--- src/rtl/fifo_uart_tx.sv ---
// -----------------------------------------------------------------------------
// fifo_uart_tx
//   Drain stage for an 8-bit fifo. When enabled and the fifo holds data, it pops
//   one byte and sends it on a UART line: one start bit, eight data bits LSB
//   first, then STOP_BITS stop bits. Every bit lasts CLKS_PER_BIT clocks.
//
// Ports
//   clk         in   system clock; all logic on posedge
//   rst         in   synchronous, active-high reset
//   enable      in   allows new frames; only looked at in IDLE and in the last
//                    stop-bit cycle
//   fifo_empty  in   fifo empty flag
//   fifo_data   in   fifo read data; valid the cycle after fifo_rd is high
//   fifo_rd     out  one-cycle pop strobe (registered)
//   tx          out  serial line, idles high (registered)
//   busy        out  high from FETCH through the end of the stop period
//   tx_done     out  one-cycle pulse in the first cycle after a completed frame
//   dbg_state   out  current FSM state encoding, for checkers and waveforms
//
// Handshake: the fifo side is a simple pop interface. A byte is popped only
// when enable && !fifo_empty in the deciding cycle (IDLE, or the last stop
// cycle). fifo_rd is then high for exactly one cycle (FETCH), and fifo_data
// is captured one cycle later (LOAD). No other cycle looks at the fifo.
// -----------------------------------------------------------------------------
module fifo_uart_tx #(
  parameter int CLKS_PER_BIT = 16,
  parameter int STOP_BITS    = 1
) (
  input  logic       clk,
  input  logic       rst,
  input  logic       enable,
  input  logic       fifo_empty,
  input  logic [7:0] fifo_data,
  output logic       fifo_rd,
  output logic       tx,
  output logic       busy,
  output logic       tx_done,
  output logic [2:0] dbg_state
);

  localparam int CW = $clog2(CLKS_PER_BIT);
  localparam logic [CW-1:0] BIT_LAST  = CW'(CLKS_PER_BIT - 1);
  localparam logic [2:0]    DATA_LAST = 3'd7;
  localparam logic [2:0]    STOP_LAST = 3'(STOP_BITS - 1);

  typedef enum logic [2:0] {
    S_IDLE  = 3'd0,
    S_FETCH = 3'd1,
    S_LOAD  = 3'd2,
    S_START = 3'd3,
    S_DATA  = 3'd4,
    S_STOP  = 3'd5
  } state_t;

  state_t        state_q, state_d;
  logic [CW-1:0] clk_cnt_q, clk_cnt_d;
  // Counts data bits in DATA and stop bits in STOP.
  logic [2:0]    bit_idx_q, bit_idx_d;
  logic [7:0]    shift_q, shift_d;
  logic          tx_q, tx_d;
  logic          fifo_rd_q, fifo_rd_d;
  logic          busy_q, busy_d;
  logic          tx_done_q, tx_done_d;

  logic bit_end;
  logic start_ok;

  assign bit_end  = (clk_cnt_q == BIT_LAST);
  assign start_ok = enable && !fifo_empty;

  // Next-state and datapath.
  always_comb begin
    state_d   = state_q;
    clk_cnt_d = clk_cnt_q;
    bit_idx_d = bit_idx_q;
    shift_d   = shift_q;
    tx_done_d = 1'b0;

    case (state_q)
      S_IDLE: begin
        if (start_ok) begin
          state_d = S_FETCH;
        end
      end

      S_FETCH: begin
        state_d = S_LOAD;
      end

      S_LOAD: begin
        shift_d   = fifo_data;
        clk_cnt_d = '0;
        state_d   = S_START;
      end

      S_START: begin
        if (bit_end) begin
          clk_cnt_d = '0;
          bit_idx_d = '0;
          state_d   = S_DATA;
        end else begin
          clk_cnt_d = clk_cnt_q + 1'b1;
        end
      end

      S_DATA: begin
        if (bit_end) begin
          clk_cnt_d = '0;
          shift_d   = {1'b0, shift_q[7:1]};
          if (bit_idx_q == DATA_LAST) begin
            bit_idx_d = '0;
            state_d   = S_STOP;
          end else begin
            bit_idx_d = bit_idx_q + 1'b1;
          end
        end else begin
          clk_cnt_d = clk_cnt_q + 1'b1;
        end
      end

      S_STOP: begin
        if (bit_end) begin
          clk_cnt_d = '0;
          if (bit_idx_q == STOP_LAST) begin
            bit_idx_d = '0;
            tx_done_d = 1'b1;
            // Back-to-back: skip IDLE so only FETCH and LOAD sit between frames.
            state_d   = start_ok ? S_FETCH : S_IDLE;
          end else begin
            bit_idx_d = bit_idx_q + 1'b1;
          end
        end else begin
          clk_cnt_d = clk_cnt_q + 1'b1;
        end
      end

      default: begin
        state_d   = S_IDLE;
        clk_cnt_d = '0;
        bit_idx_d = '0;
      end
    endcase
  end

  // Outputs are decoded from the next state so that they can be registered
  // and still line up with the state they belong to.
  always_comb begin
    tx_d      = 1'b1;
    fifo_rd_d = (state_d == S_FETCH);
    busy_d    = (state_d != S_IDLE);
    case (state_d)
      S_START: tx_d = 1'b0;
      S_DATA:  tx_d = shift_d[0];
      default: tx_d = 1'b1;
    endcase
  end

  always_ff @(posedge clk) begin
    if (rst) begin
      state_q   <= S_IDLE;
      clk_cnt_q <= '0;
      bit_idx_q <= '0;
      shift_q   <= '0;
      tx_q      <= 1'b1;
      fifo_rd_q <= 1'b0;
      busy_q    <= 1'b0;
      tx_done_q <= 1'b0;
    end else begin
      state_q   <= state_d;
      clk_cnt_q <= clk_cnt_d;
      bit_idx_q <= bit_idx_d;
      shift_q   <= shift_d;
      tx_q      <= tx_d;
      fifo_rd_q <= fifo_rd_d;
      busy_q    <= busy_d;
      tx_done_q <= tx_done_d;
    end
  end

  assign tx        = tx_q;
  assign fifo_rd   = fifo_rd_q;
  assign busy      = busy_q;
  assign tx_done   = tx_done_q;
  assign dbg_state = state_q;

endmodule

--- config.mk ---
export PLATFORM = sky130hd
export DESIGN_NAME = fifo_uart_tx
export DESIGN_NICKNAME = d
export VERILOG_FILES = /design/src/rtl/fifo_uart_tx.sv
export SDC_FILE = /design/constraint.sdc
export NUM_CORES = 1
export LEC_CHECK = 0
export CAP_MARGIN = 20
export CORE_ASPECT_RATIO = 1.75
export CORE_MARGIN = 1
export CORE_UTILIZATION = 30
export CTS_BUF_LIST = sky130_fd_sc_hd__clkbuf_4 sky130_fd_sc_hd__clkbuf_8
export CTS_CLUSTER_DIAMETER = 100
export DETAILED_ROUTE_END_ITERATION = 6
export DONT_BUFFER_PORTS = 1
export PLACE_DENSITY = 0.52
export REMOVE_ABC_BUFFERS = 1
export SYNTH_ARGS = -nofsm -noshare
export SYNTH_HDL_FRONTEND = slang
export SYNTH_SLANG_ARGS = --single-unit
export TNS_END_PERCENT = 1
--- constraint.sdc ---
create_clock -name clk -period 1.5 [get_ports clk]
set_input_delay 0.15 -clock clk [delete_from_list [all_inputs] [get_ports clk]]
set_output_delay 0.15 -clock clk [all_outputs]
set_load 0.02 [all_outputs]
* Word level (Yosys, flattened, before mapping)
Index checks and enable logic that the tools add are counted.
** Word-level totals
- Register bits after elaboration :: 22
- Bits in latches :: 0
- Memory bits (writable) :: 0
- Memory bits (read-only) :: 0
- Input port bits :: 12
- Output and inout bits :: 7
- Word-level logic and storage cells :: 59
- Memories kept :: 0
** Cells by class
- Add/subtract/negate cells :: 2
- $mul :: 0
- Div/mod/pow operators :: 0
- $lt $le $gt $ge :: 0
- Equality and inequality tests :: 13
- Shift operators :: 0
- Muxes and demuxes :: 20
- Bitwise logic cells :: 3
- Reduce and logical (&&, ||, !) cells :: 12
** Operator list (number)
- $mux 3 :: 11
- $pmux 3 s6 :: 1
- $pmux 8 s2 :: 1
- $eq 3x3->1 const B :: 4
- $pmux 3 s4 :: 1
- $eq 3x2->1 const B :: 3
- $reduce_or 3->1 :: 3
- $mux 8 :: 1
- $pmux 4 s2 :: 1
- $eq 3x1->1 const B :: 2
- $logic_not 3->1 :: 2
- $ne 2x2->1 const B :: 3
- $add 4x1->4 const B :: 1
- $eq 4x4->1 const B :: 1
- $mux 4 :: 1
- $reduce_and 4->1 :: 1
- $add 3x1->3 const B :: 1
- $not 1->1 :: 3
- $reduce_bool 3->1 :: 1
- $mux 1 :: 2
- $pmux 1 s2 :: 1
- $reduce_and 2->1 :: 1
- $reduce_bool 2->1 :: 1
- $reduce_or 2->1 :: 1
- 2 further kinds :: 2

* Logic depth before layout (Yosys ltp)
- Depth after elaboration :: 8
- Gate-level depth with buffers :: 6
- Mapped depth without buffers :: 6

* Worst setup path before layout
OpenSTA, ideal clock, no wires.
- Path kind :: register to register
- From :: register clk_cnt_q[0]
- To :: register tx_q (netlist: tx)
- Setup time :: 137 ps
- Arrival :: 1483 ps
- Required time :: 1363 ps
- Path slack :: -120 ps
- Cell stages (with the launch flop) :: 7
- Path buffers :: 1
- Clock period less this slack :: 1620 ps
- Path through :: dfxtp_1 > ha_1 > and3_4 > and3_1 > buf_2 > a221oi_2 > a31oi_1
** On the way
- Cells in the longest elaborated chain, start to end :: 5
- Elaborated cells on any way between the ends :: 10
- Those cells by class :: eq/ne: 3; mux: 7
** RTL lines
- start: declaration :: RTL line 56 : logic [CW-1:0] clk_cnt_q, clk_cnt_d;
- start signal: assignment :: RTL line 170 : clk_cnt_q <= clk_cnt_d;
- $eq 4x4->1 * :: RTL line 68 : assign bit_end = (clk_cnt_q == BIT_LAST);
- $mux 3 (on tied branches) :: RTL line 122, 107, 97
- $pmux 3 s6 :: RTL line 79 : case (state_q)
- $eq 3x3->1 / $eq 3x2->1 (equally long branches) :: RTL line 151 : case (state_d)
- $pmux 1 s2 * :: RTL line 151
- end signal: assignment :: RTL line 173 : tx_q <= tx_d;
- end: declaration :: RTL line 60 : logic tx_q, tx_d;
Mark *: on every way between the ends. The rest lies on a longest branch, timed or not. The select of a mux whose other input is x is not followed.
A chain may end at the register's enable or synchronous reset.

* Worst setup path after layout
- From :: register bit_idx_q[0]
- To :: register tx_q (netlist: tx)
** On the way
- Cells in the longest elaborated chain, start to end :: 6
- Elaborated cells on any way between the ends :: 10
- Those cells by class :: eq/ne: 3; mux: 6; reduce/logical: 1
** RTL lines
- start: declaration :: RTL line 58 : logic [2:0] bit_idx_q, bit_idx_d;
- start signal: assignment :: RTL line 171 : bit_idx_q <= bit_idx_d;
- $eq 3x3->1 / $logic_not 3->1 (equally long branches) :: RTL line 110, 124
- $mux 3 (on tied branches) :: RTL line 110, 124
- $mux 3 (on tied branches) :: RTL line 107, 122
- $pmux 3 s6 * :: RTL line 79
- $eq 3x3->1 / $eq 3x2->1 (equally long branches) :: RTL line 151
- $pmux 1 s2 * :: RTL line 151
Mark *: on every way between the ends. The rest lies on a longest branch, timed or not.

==> results.txt <==
Status: finished, violations left
Failing checks: negative hold slack
RSZ-0062 raised after global routing: true
CP startpoint: bit_idx_q[0]
P&R area growth vs syn: 29.1%
Seq cells post-synth: 22
Grt ovf: 0
Worst EP arrival: 1.63 ns
DR iter-0 viols: 16
Yosys cell types: 43
RePlAce Congestion: 0.779
Routed via count: 1012
CTS Buf Count: 3
R2R Setup Slk: 0.0002 ns
Layout cells sized above 1: 0.351
Hold_sp: rst
Yosys top cell by area: dfxtp_1
Final worst path period share: 1.00
Post-synth top flop: dfxtp_1
CP max FO: 4
Commonest cells post-synth: 22 x dfxtp_1, 15 x a21oi_1, 12 x nor2_1
Pre-antenna DRT Iters: 4
Total Routing Usage GR: 0.139
Final hold viol count: 19
DP HPWL: 1980 um
Post-route ant nets: 0
Vias in the first global route: 1016
Yosys warns: 0
Min Clock Period, post-route: 1.50 ns
WHS Path Cells: 1
Max Freq: 667 MHz
Hold slack final: -0.0481 ns
Vias per cell: 5.22
Core area: 3590 um^2
Worst setup margin: 0.000209 ns
Worst VDD drop: 476 uV
Worst R2R Start: bit_idx_q[0]
Die Height: 83.1 um
Gate Count Post-Synth: 128
Max-slew headroom: 0.745
Worst Hold Class: input port to flop
H-tree levels: 1
Critical path type: flop to flop
Clock sinks: 22
Crit start category: flop
Die area: 4010 um^2
Mapped cell area: 1130 um^2
IO Count: 19
Share of the synthesized area in the top cell type: 0.391
Clock-pin slew on the worst setup and hold paths: 0.07 ns
Dpl ws: -0.0940 ns
Final setup TNS: 0 ns
Worst slew pin tran: 0.381 ns
Fin. max-slew vios: 0
Reg2reg end: tx
DRC Markers: 0
Clk buf depth: 2
Required time of the critical path: 1.63 ns
Largest cells by area after synthesis: dfxtp_1 39%, a21oi_1 6.7%, a22oi_1 5.3%, ha_1 4.4%, nor2_1 4.0%
Starting Density: 0.313
WL per Instance: 14.0 um
Top-count cell post-synth: dfxtp_1
Worst skew pair latency: 0.25 ns
Max Cap Violations: 0
Setup Buffers After CTS: 0
PortBufs: 0
Crit. End Element: flop
Antenna cell count: 0
Antenna violations before repair: 0
EDFF count, synth: 0
P_leak: 0.546 nW
Die W: 48.3 um
CTS tree: yes
Fill count: 352
P per Cell Area: 794 nW/um^2
Num rows: 29
Largest net degree at the start of global routing: 24
First-pass GRT wire length: 4550 um
R2R depth: 6
Ys async rst share: 0
Nets: 166
Final setup violation count: 0
Hold Path End: dbg_state[0]
Avg Inst Size Synth: 8.80 um^2
Worst Skew: 0.00346 ns
Root Buffer: clkbuf_8
Seq/Total Area, Yosys: 0.391
Final wirelength: 2720 um
sequential cells by signal, indices dropped and copies added (netlist names):
register / count
shift_q: 8
clk_cnt_q: 4
bit_idx_q: 3
dbg_state: 3
busy: 1
fifo_rd: 1
tx: 1
tx_done: 1
cell usage in the layout (no fill, tap or decap), types with 5 or more instances in the layout:
master	instances
dfxtp_2	5
nand2_1	9
a22oi_1	5
nor2_1	12
buf_4	22
nand2b_1	6
a21oi_1	14
dfxtp_1	17
report_power, final:
group	internal, mW	leakage, nW	switching [mW]	total [mW]
Combinational	0.0803	0.344	0.0756	0.156
Clock	0.179	0.0216	0.176	0.354
Sequential	0.611	0.181	0.0337	0.645
Total	0.870	0.546	0.285	1.16
worst max-delay path, stage by stage, from the launching register on:
cell,delay [ns]
dfxtp_2,0.33
inv_2,0.08
ha_4,0.14
inv_1,0.04
o311a_1,0.34
a311oi_2,0.31
a31oi_1,0.13
cell type report:
type / count / area [um^2] / share of cell area
Inverter: 4 / 15.0 / 0.0103
Tap cell: 46 / 57.6 / 0.0396
Multi-Input combinational cell: 94 / 686 / 0.472
Sequential cell: 22 / 447 / 0.307
Clock buffer: 3 / 41.3 / 0.0284
Timing Repair Buffer: 25 / 208 / 0.143
routing by layer:
metal  up-vias  part of all wire  track usage
li1        510                 -            -
met1       483              0.37        0.144
met3         2             0.044       0.0293
met5         -                 0            0
met4         0            0.0070       0.0481
met2        17              0.58        0.268
stage by stage:
step	cell area, um^2	cells	utilization	hold WS, ns	total power, mW
2_1_floorplan	1080	120	-	0.219	0.743
3_3_place_gp	1340	191	0.373	0.223	0.801
3_5_place_dp	1340	191	0.373	0.225	0.805
4_1_cts	1420	194	0.396	-0.0562	1.16
5_1_grt	1450	194	0.405	-0.0707	1.22
6_report	1450	194	0.405	-0.0481	1.16
worst max path at each step:
stage / to / slack, ns
after floorplan: tx / -0.24
after detailed placement: tx / -0.09
final: tx / 0.0002
after CTS: tx / 0.004
after global placement: tx / -0.05
after global routing: fifo_rd / -0.06
kinds of logic (layout without fill, tap and decap cells):
group | Yosys count | after routing | synth area share
AO/OA/AOI/OAI | 39 | 39 | 0.249
multiplexers | 1 | 1 | 0.00889
adder cells (fa/ha/maj) | 4 | 4 | 0.0444
flip-flops | 22 | 22 | 0.391
buffers and inverters | 12 | 32 | 0.0511
AND/OR/NAND/NOR | 49 | 49 | 0.248
XOR/XNOR | 1 | 1 | 0.00778
repair_timing:
action                                  4_1_cts  5_1_grt
hold endpoints to repair                     19       19
pin swaps                                     4        1
resized for setup                            10       10
endpoints found under the setup margin        8       15
Power figures use the tool's default switching activity.
